--- src/rtl/shift_add_mul_arbiter_if.sv ---
// Requester and response bus of the shared shift-add multiplier.
// master: requester/consumer side. slave: arbiter/multiplier side.
interface shift_add_mul_arbiter_if #(
   parameter int NREQ  = 4,
   parameter int WIDTH = 4
);
   localparam int IDW = $clog2(NREQ);

   logic [NREQ-1:0]       req_valid;
   logic [NREQ-1:0]       req_ready;
   logic [NREQ*WIDTH-1:0] req_a;
   logic [NREQ*WIDTH-1:0] req_b;
   logic                  rsp_valid;
   logic                  rsp_ready;
   logic [2*WIDTH-1:0]    rsp_product;
   logic [IDW-1:0]        rsp_id;

   modport master (
      output req_valid, req_a, req_b, rsp_ready,
      input  req_ready, rsp_valid, rsp_product, rsp_id
   );

   modport slave (
      input  req_valid, req_a, req_b, rsp_ready,
      output req_ready, rsp_valid, rsp_product, rsp_id
   );
endinterface

--- src/rtl/shift_add_mul_arbiter.sv ---
// Round-robin arbiter in front of one sequential shift-add multiplier.
// A granted operand pair is multiplied in WIDTH steps and returned with
// the owning requester's index on a valid/ready response port.
module shift_add_mul_arbiter #(
   parameter int NREQ  = 4,
   parameter int WIDTH = 4
) (
   input  logic                  clk,
   input  logic                  reset,
   shift_add_mul_arbiter_if.slave bus,
   output logic                  busy
);
   localparam int IDW = $clog2(NREQ);
   localparam int CW  = $clog2(WIDTH);
   localparam int AW  = $clog2(NREQ*WIDTH);

   typedef enum logic [1:0] {IDLE, RUN, DONE} state_t;

   state_t               state_q, state_d;
   logic [IDW-1:0]       rr_ptr_q, rr_ptr_d;
   logic [IDW-1:0]       id_q, id_d;
   logic [WIDTH-1:0]     a_q, a_d;
   logic [2*WIDTH:0]     acc_q, acc_d;
   logic [CW-1:0]        count_q, count_d;
   logic                 rsp_valid_q, rsp_valid_d;
   logic [2*WIDTH-1:0]   rsp_product_q, rsp_product_d;
   logic [IDW-1:0]       rsp_id_q, rsp_id_d;

   logic                 any_valid;
   logic [IDW-1:0]       grant;
   logic [WIDTH-1:0]     grant_a;
   logic [WIDTH-1:0]     grant_b;
   logic [WIDTH:0]       sum;
   logic [2*WIDTH:0]     acc_step;

   // Round-robin search starting one past the last granted requester.
   always_comb begin
      int idx;
      idx       = 0;
      any_valid = 1'b0;
      grant     = '0;
      grant_a   = '0;
      grant_b   = '0;
      for (int k = 1; k <= NREQ; k++) begin
         idx = (int'(rr_ptr_q) + k) % NREQ;
         if (!any_valid && bus.req_valid[IDW'(idx)]) begin
            any_valid = 1'b1;
            grant     = IDW'(idx);
            grant_a   = bus.req_a[AW'(idx*WIDTH) +: WIDTH];
            grant_b   = bus.req_b[AW'(idx*WIDTH) +: WIDTH];
         end
      end
   end

   // One-hot ready at the grant, only while idle; masked during reset so no
   // handshake is signalled on an edge that cannot accept.
   always_comb begin
      bus.req_ready = '0;
      if (state_q == IDLE && any_valid && !reset) begin
         bus.req_ready[grant] = 1'b1;
      end
   end

   // One multiply step: conditional add into the upper half, then shift right.
   always_comb begin
      sum = {1'b0, acc_q[2*WIDTH-1:WIDTH]} + {1'b0, a_q};
      if (acc_q[0]) begin
         acc_step = {sum, acc_q[WIDTH-1:0]} >> 1;
      end else begin
         acc_step = acc_q >> 1;
      end
   end

   // Sequencing FSM: accept in IDLE, WIDTH steps in RUN, hold result in DONE.
   always_comb begin
      state_d       = state_q;
      rr_ptr_d      = rr_ptr_q;
      id_d          = id_q;
      a_d           = a_q;
      acc_d         = acc_q;
      count_d       = count_q;
      rsp_valid_d   = rsp_valid_q;
      rsp_product_d = rsp_product_q;
      rsp_id_d      = rsp_id_q;
      case (state_q)
         IDLE: begin
            if (any_valid) begin
               a_d      = grant_a;
               acc_d    = {{(WIDTH+1){1'b0}}, grant_b};
               id_d     = grant;
               rr_ptr_d = grant;
               count_d  = '0;
               state_d  = RUN;
            end
         end
         RUN: begin
            acc_d   = acc_step;
            count_d = count_q + CW'(1);
            if (count_q == CW'(WIDTH-1)) begin
               rsp_product_d = acc_step[2*WIDTH-1:0];
               rsp_id_d      = id_q;
               rsp_valid_d   = 1'b1;
               state_d       = DONE;
            end
         end
         DONE: begin
            if (bus.rsp_ready) begin
               rsp_valid_d = 1'b0;
               state_d     = IDLE;
            end
         end
         default: state_d = IDLE;
      endcase
   end

   // State and datapath registers; reset abandons any multiply in flight.
   always_ff @(posedge clk) begin
      if (reset) begin
         state_q       <= IDLE;
         rr_ptr_q      <= IDW'(NREQ-1);
         id_q          <= '0;
         a_q           <= '0;
         acc_q         <= '0;
         count_q       <= '0;
         rsp_valid_q   <= 1'b0;
         rsp_product_q <= '0;
         rsp_id_q      <= '0;
      end else begin
         state_q       <= state_d;
         rr_ptr_q      <= rr_ptr_d;
         id_q          <= id_d;
         a_q           <= a_d;
         acc_q         <= acc_d;
         count_q       <= count_d;
         rsp_valid_q   <= rsp_valid_d;
         rsp_product_q <= rsp_product_d;
         rsp_id_q      <= rsp_id_d;
      end
   end

   assign busy            = (state_q != IDLE);
   assign bus.rsp_valid   = rsp_valid_q;
   assign bus.rsp_product = rsp_product_q;
   assign bus.rsp_id      = rsp_id_q;
endmodule

--- src/flat_wrapper.sv ---
// flat-port wrapper written by rule: the top's interface ports become plain ports
module shift_add_mul_arbiter_flat 
#(
   parameter int NREQ  = 4,
   parameter int WIDTH = 4
)
  (clk, reset, busy, bus_req_valid, bus_req_a, bus_req_b, bus_rsp_ready, bus_req_ready, bus_rsp_valid, bus_rsp_product, bus_rsp_id);
  shift_add_mul_arbiter_if #(.NREQ(NREQ), .WIDTH(WIDTH)) bus_i ();
  input  logic clk;
  input  logic reset;
  output logic busy;
  input wire logic [$bits(bus_i.req_valid)-1:0] bus_req_valid;
  input wire logic [$bits(bus_i.req_a)-1:0] bus_req_a;
  input wire logic [$bits(bus_i.req_b)-1:0] bus_req_b;
  input wire logic [$bits(bus_i.rsp_ready)-1:0] bus_rsp_ready;
  output wire logic [$bits(bus_i.req_ready)-1:0] bus_req_ready;
  output wire logic [$bits(bus_i.rsp_valid)-1:0] bus_rsp_valid;
  output wire logic [$bits(bus_i.rsp_product)-1:0] bus_rsp_product;
  output wire logic [$bits(bus_i.rsp_id)-1:0] bus_rsp_id;
  assign bus_i.req_valid = bus_req_valid;
  assign bus_i.req_a = bus_req_a;
  assign bus_i.req_b = bus_req_b;
  assign bus_i.rsp_ready = bus_rsp_ready;
  assign bus_req_ready = bus_i.req_ready;
  assign bus_rsp_valid = bus_i.rsp_valid;
  assign bus_rsp_product = bus_i.rsp_product;
  assign bus_rsp_id = bus_i.rsp_id;
  shift_add_mul_arbiter #(.NREQ(NREQ), .WIDTH(WIDTH)) u_core (.clk(clk), .reset(reset), .bus(bus_i), .busy(busy));
endmodule
--- config.mk ---
export PLATFORM = sky130hd
export DESIGN_NAME = shift_add_mul_arbiter_flat
export DESIGN_NICKNAME = d
export VERILOG_FILES = /design/src/rtl/shift_add_mul_arbiter_if.sv /design/src/rtl/shift_add_mul_arbiter.sv /design/src/flat_wrapper.sv
export SDC_FILE = /design/constraint.sdc
export NUM_CORES = 1
export LEC_CHECK = 0
export BUFFER_PORTS_ARGS = -buffer_cell sky130_fd_sc_hd__buf_4
export CAP_MARGIN = 20
export CELL_PAD_IN_SITES_DETAIL_PLACEMENT = 2
export CELL_PAD_IN_SITES_GLOBAL_PLACEMENT = 2
export CORE_ASPECT_RATIO = 1.4
export CORE_UTILIZATION = 32
export DETAILED_ROUTE_END_ITERATION = 6
export MAX_ROUTING_LAYER = met4
export PLACE_DENSITY_LB_ADDON = 0.3
export SLEW_MARGIN = 20
export SYNTH_ARGS = -nofsm -noshare
export SYNTH_HDL_FRONTEND = slang
export SYNTH_SLANG_ARGS = --single-unit
--- constraint.sdc ---
create_clock -name clk -period 5.6 [get_ports clk]
set_input_delay 1.4 -clock clk [delete_from_list [all_inputs] [get_ports clk]]
set_output_delay 1.4 -clock clk [all_outputs]
set_load 0.1 [all_outputs]
Word level (Yosys, flattened, before mapping)
Index checks and enable logic that the tools add are counted.
{"block": "totals", "in_bits": 39, "ff_bits": 32, "output_inout_bits": 16, "wordCells": 97}
{"block": "op_classes", "n_mux": 43, "add_sub_neg": 6, "n_lt_le_gt_ge": 6, "n_eq_ne": 6, "shifts": 8, "n_reduce_logical": 19}
{"cell": "$shiftx A16 B4 Y4", "count": 8}
{"cell": "$mux W4", "count": 9}
{"cell": "$pmux W9 S2", "count": 1}
{"cell": "$lt A2 B4 Y1 const B", "count": 4}
{"cell": "$mux W2", "count": 8}
{"cell": "$mux W1", "count": 15}
{"cell": "$mux W9", "count": 1}
{"cell": "$bmux W1 S2", "count": 4}
{"cell": "$mux W8", "count": 1}
{"cell": "$add A2 B1 Y2 const B", "count": 3}
{"cell": "$logic_and A1 B1 Y1", "count": 6}
{"cell": "$pmux W2 S3", "count": 1}
{"cell": "$reduce_and A2 Y1", "count": 3}
{"cell": "$reduce_and A3 Y1", "count": 2}
{"cell": "$reduce_bool A2 Y1", "count": 3}
{"cell": "$add A4 B4 Y5", "count": 1}
{"cell": "$add A2 B2 Y2 const B", "count": 2}
{"cell": "$eq A2 B2 Y1 const B", "count": 2}
{"cell": "$logic_not A1 Y1", "count": 4}
{"cell": "$ne A2 B1 Y1 const B", "count": 2}
{"cell": "$pmux W2 S2", "count": 1}
{"cell": "$lt A2 B3 Y1 const B", "count": 1}
{"cell": "$demux W1 S2", "count": 1}
{"cell": "$eq A2 B1 Y1 const B", "count": 1}
{"cell": "4 further kinds", "count": 4}

Longest topological paths before layout
{"block": "depth", "word_depth": 19, "mapped_depth": 8, "ltp_nobuf": 8}

Least setup slack after synthesis
Ideal clock, no wire load.
{"block": "synth_path", "kind": "input to output", "startpoint": "input port bus_req_valid[3]", "endpoint": "output port bus_req_ready[1]", "arrival_time_ns": 3.474, "setup_slack_ns": 0.726, "cell_stages": 6, "t_required_ns": 4.200, "path_buffers": 1, "path_cell_list": "buf_6 > and2b_1 > nor3_1 > a211oi_1 > nand2b_1 > nor2b_1"}
{"block": "synth_via", "elab_chain_cells": 18, "elab_cells_between_ends": 34, "cone_classes": "order compare: 2; mux: 23; reduce/logical: 9"}
{"element": "start: declaration", "line": "flat_wrapper.sv:12", "text": "input wire logic [$bits(bus_i.req_valid)-1:0] bus_req_valid;"}
{"element": "$bmux W1 S2", "line": "shift_add_mul_arbiter.sv:46", "text": "if (!any_valid && bus.req_valid[IDW'(idx)]) begin"}
{"element": "$mux W1 (implied by the code) (2 in series)", "line": "shift_add_mul_arbiter.sv:46"}
{"element": "$mux W1", "line": "shift_add_mul_arbiter.sv:46"}
{"element": "$logic_not A1 Y1", "line": "shift_add_mul_arbiter.sv:46"}
{"element": "$logic_and A1 B1 Y1", "line": "shift_add_mul_arbiter.sv:46"}
{"element": "$mux W1", "line": "shift_add_mul_arbiter.sv:46"}
{"element": "$logic_not A1 Y1", "line": "shift_add_mul_arbiter.sv:46"}
{"element": "$logic_and A1 B1 Y1", "line": "shift_add_mul_arbiter.sv:46"}
{"element": "$mux W1", "line": "shift_add_mul_arbiter.sv:46"}
{"element": "$logic_not A1 Y1", "line": "shift_add_mul_arbiter.sv:46"}
{"element": "$logic_and A1 B1 Y1", "line": "shift_add_mul_arbiter.sv:46"}
{"element": "$mux W2", "line": "shift_add_mul_arbiter.sv:46"}
{"element": "$lt A2 B3 Y1 (implied by the code) or $ge A2 B1 Y1 (tied branches)", "line": "shift_add_mul_arbiter.sv:60", "text": "bus.req_ready[grant] = 1'b1;"}
{"element": "$logic_and A1 B1 Y1 (implied by the code)", "line": "shift_add_mul_arbiter.sv:60"}
{"element": "$mux W1 (implied by the code)", "line": "shift_add_mul_arbiter.sv:60"}
{"element": "$demux W1 S2"}
{"element": "$mux W4 (*)", "line": "shift_add_mul_arbiter.sv:59", "text": "if (state_q == IDLE && any_valid && !reset) begin"}
{"element": "end: declaration", "line": "flat_wrapper.sv:16", "text": "output wire logic [$bits(bus_i.req_ready)-1:0] bus_req_ready;"}
Every way passes the cells marked *; elsewhere a longest branch is shown, timed or not. The select of a mux whose other input is x is not followed.

Worst setup path in the final report
{"block": "layout_path", "startpoint": "input port bus_req_valid[3]", "endpoint": "output port bus_req_ready[0]"}
The elaborated chain is that of the path after synthesis.

==> metrics.txt <==
CTS tree done; number of hold buffers added after cts 0; hpwl dp 4.402 mm; Post-synth EDFFs 0; HP Class flop to flop; warning count from the yosys run 0; chip height 94.91 um; Chip Width 68.37 um; # diodes 0; antenna-violating nets left 0; Pre-Repair DR Iteration Count 4; Tot GR Track Use 0.2061; Distinct cells, synth 51; Max Slew Vio Count 0; gpl congestion 0.7808; DRC violations left 0; routed wire length 5.804 mm; status finished clean; clk_skew 0.005724 ns; Area growth syn-to-layout 20.55%; H-tree levels 2; Syn Nets 285; Port-buffer cells 38; Synth Instances 240; fin crit share 0.7572; Worst EP required 4.20 ns; slew margin rel. 0.5632; vias in the first global route 2009; Leakage 0.9573 nW; routed len/inst 16.92 um; Setup Crit Path Kind primary input to primary output; area of the multi-input gates 0.001226 mm^2; RSZ-0062 raised after global routing false; critical path data arrival time 2.84 ns; core area 0.005904 mm^2; final core occ 0.4028; total grt overflow 0; Netlist Area Pre-Place 0.001973 mm^2; largest net degree at the start of global routing 34; CP endpoint kind primary output; maximum buffer depth of the clock tree 2; Fmax 235.8 MHz; worst vdd rail ir drop 0.08983 mV; register area 620.6 um^2; asr flop ratio synth 0; Skew-Pair Late Insertion Delay 0.28 ns; type of origin of the critical path primary input; top_reg_cell synth dfxtp_1; first-pass GRT wire length 9.860 mm; final layout net count 317; Reg clk slew, reported paths 0.07 ns; Root Driver clkbuf_8; fin crit period 4.240 ns; number of synthesized register bits 31; initial antenna violation count 0; CTS sink cnt 31; hold slack 0.4601 ns; Post-Route Setup TNS 0 ns; via count 1909; Avg Inst Size Synth 8.221 um^2; Std-Cell Rows 33; post-cts sizing count 0; Final Hold Fails 0; layout cell share with drive strength beyond 1 0.2088; Num CTS Buffers 5; DR vias/cell 5.566; worst slew pin tran 0.6451 ns; Detailed Route Iter0 Violations 104; buffers inserted during post-CTS setup optimization 0; Final setup viols 0; die area 0.006489 mm^2; IO Pins 55; Initial Util 0.3342; sequential element share of the synthesized area 0.3145; crit-path max FO 10; Pwr Density 262.2 mW/mm^2; Max-Cap Viols 0; fill count 680
## placed cells by master, fill, tap and decap left out, types with 2 or more instances in the layout
cell      count
a211oi_1      6
a21oi_1      26
a221oi_1      2
a22oi_1       8
a31oi_1       3
and2b_1       2
buf_4        40
clkbuf_8      6
dfxtp_1      31
ha_1          5
inv_1         7
mux2i_1      10
nand2_1      33
nand2b_1      2
nand3_1       5
nor2_1       17
nor2b_1       6
nor3_1        6
nor3b_1       2
nor4bb_1      2
o211ai_1      2
o21a_1        5
o21ai_0       7
o21bai_1      3
o22ai_1       9
or3_1         2
xnor2_1       2
## stage by stage
stage | total power [W] | cells | setup WS [ns] | instance area (um^2)
3_5_place_dp | 0.0004004 | 335 | 1.352 | 2261
2_1_floorplan | 0.0003566 | 240 | 0.7265 | 1973
3_3_place_gp | 0.0003947 | 335 | 1.363 | 2261
5_1_grt | 0.0006569 | 343 | 1.223 | 2379
6_report | 0.0006236 | 343 | 1.360 | 2379
4_1_cts | 0.0006333 | 343 | 1.349 | 2379
## cells by family after synthesis
kind of cell | after synthesis | synth area share
AND/OR/NAND/NOR | 90 | 0.2467
multiplexers | 10 | 0.05073
AO/OA/AOI/OAI | 79 | 0.2733
XOR/XNOR | 2 | 0.008879
adder cells (fa/ha/maj) | 6 | 0.04185
buffers and inverters | 22 | 0.06404
flip-flops | 31 | 0.3145
## report_power, final
group | internal, W | total [W] | switching [W]
logic | 0.0000541 | 0.000149 | 0.0000947
registers | 0.000232 | 0.000246 | 0.0000145
clock network | 0.000144 | 0.000229 | 0.0000849
## synthesized netlist by cell type, types with 3 or more instances
library cell  instances  area, um^2
a211oi_1              6       45.04
nand3_1               5       25.02
nor2b_1               6       37.54
inv_1                 7       26.28
nand2_1              33       123.9
o21bai_1              3       22.52
a31oi_1               3       18.77
o22ai_1               9       56.30
o21a_1                5       37.54
a21oi_1              26       130.1
nor2_1               17       63.81
buf_2                 5       25.02
mux2i_1              10       100.1
o21ai_0               7       35.03
ha_1                  5       62.56
buf_6                 4       45.04
dfxtp_1              31       620.6
a22oi_1               8       60.06
nor3_1                6       30.03
clkbuf_1              4       15.01
## worst paths after layout
check                           cells after the start                   end                 start  slack, ns
worst min register to register                      2  u_core.bus.rsp_id[0]  u_core.bus.rsp_id[0]       0.46
worst min-delay path                                2  u_core.bus.rsp_id[0]  u_core.bus.rsp_id[0]       0.46
worst max register to register                      4        u_core.id_q[1]    u_core.rr_ptr_q[1]       3.65
worst max-delay path                                7      bus_req_ready[0]      bus_req_valid[3]       1.36
## critical path, cell delays in order
cell,delay [ns]
buf_4,0.15
and2b_1,0.25
nor3_1,0.08
a211oi_1,0.43
nand2b_1,0.20
nor2_1,0.06
buf_4,0.27
## layout make-up
cell class / instances / area share
multi-input combinational: 187 / 0.5155
sequential: 31 / 0.2609
timing repair buffer: 40 / 0.1262
tap: 70 / 0.03682
clock buffer: 6 / 0.03472
clock inverter: 2 / 0.01473
inverter: 7 / 0.01105
## flip-flops by register name, summed over array words and instances (netlist names), 2 cells and up
signal / cells
u_core.acc_q: 8
u_core.bus.rsp_product: 8
u_core.a_q: 4
u_core.bus.rsp_id: 2
u_core.count_q: 2
u_core.id_q: 2
u_core.rr_ptr_q: 2
u_core.state_q: 2
## routing by layer
layer	global-route usage	part of all wire
met1	0.2356	0.44
met2	0.3627	0.52
met3	0.02536	0.019
met4	0.06250	0.013
met5	-	0
No activity file was read; power rests on OpenSTA's default activity.
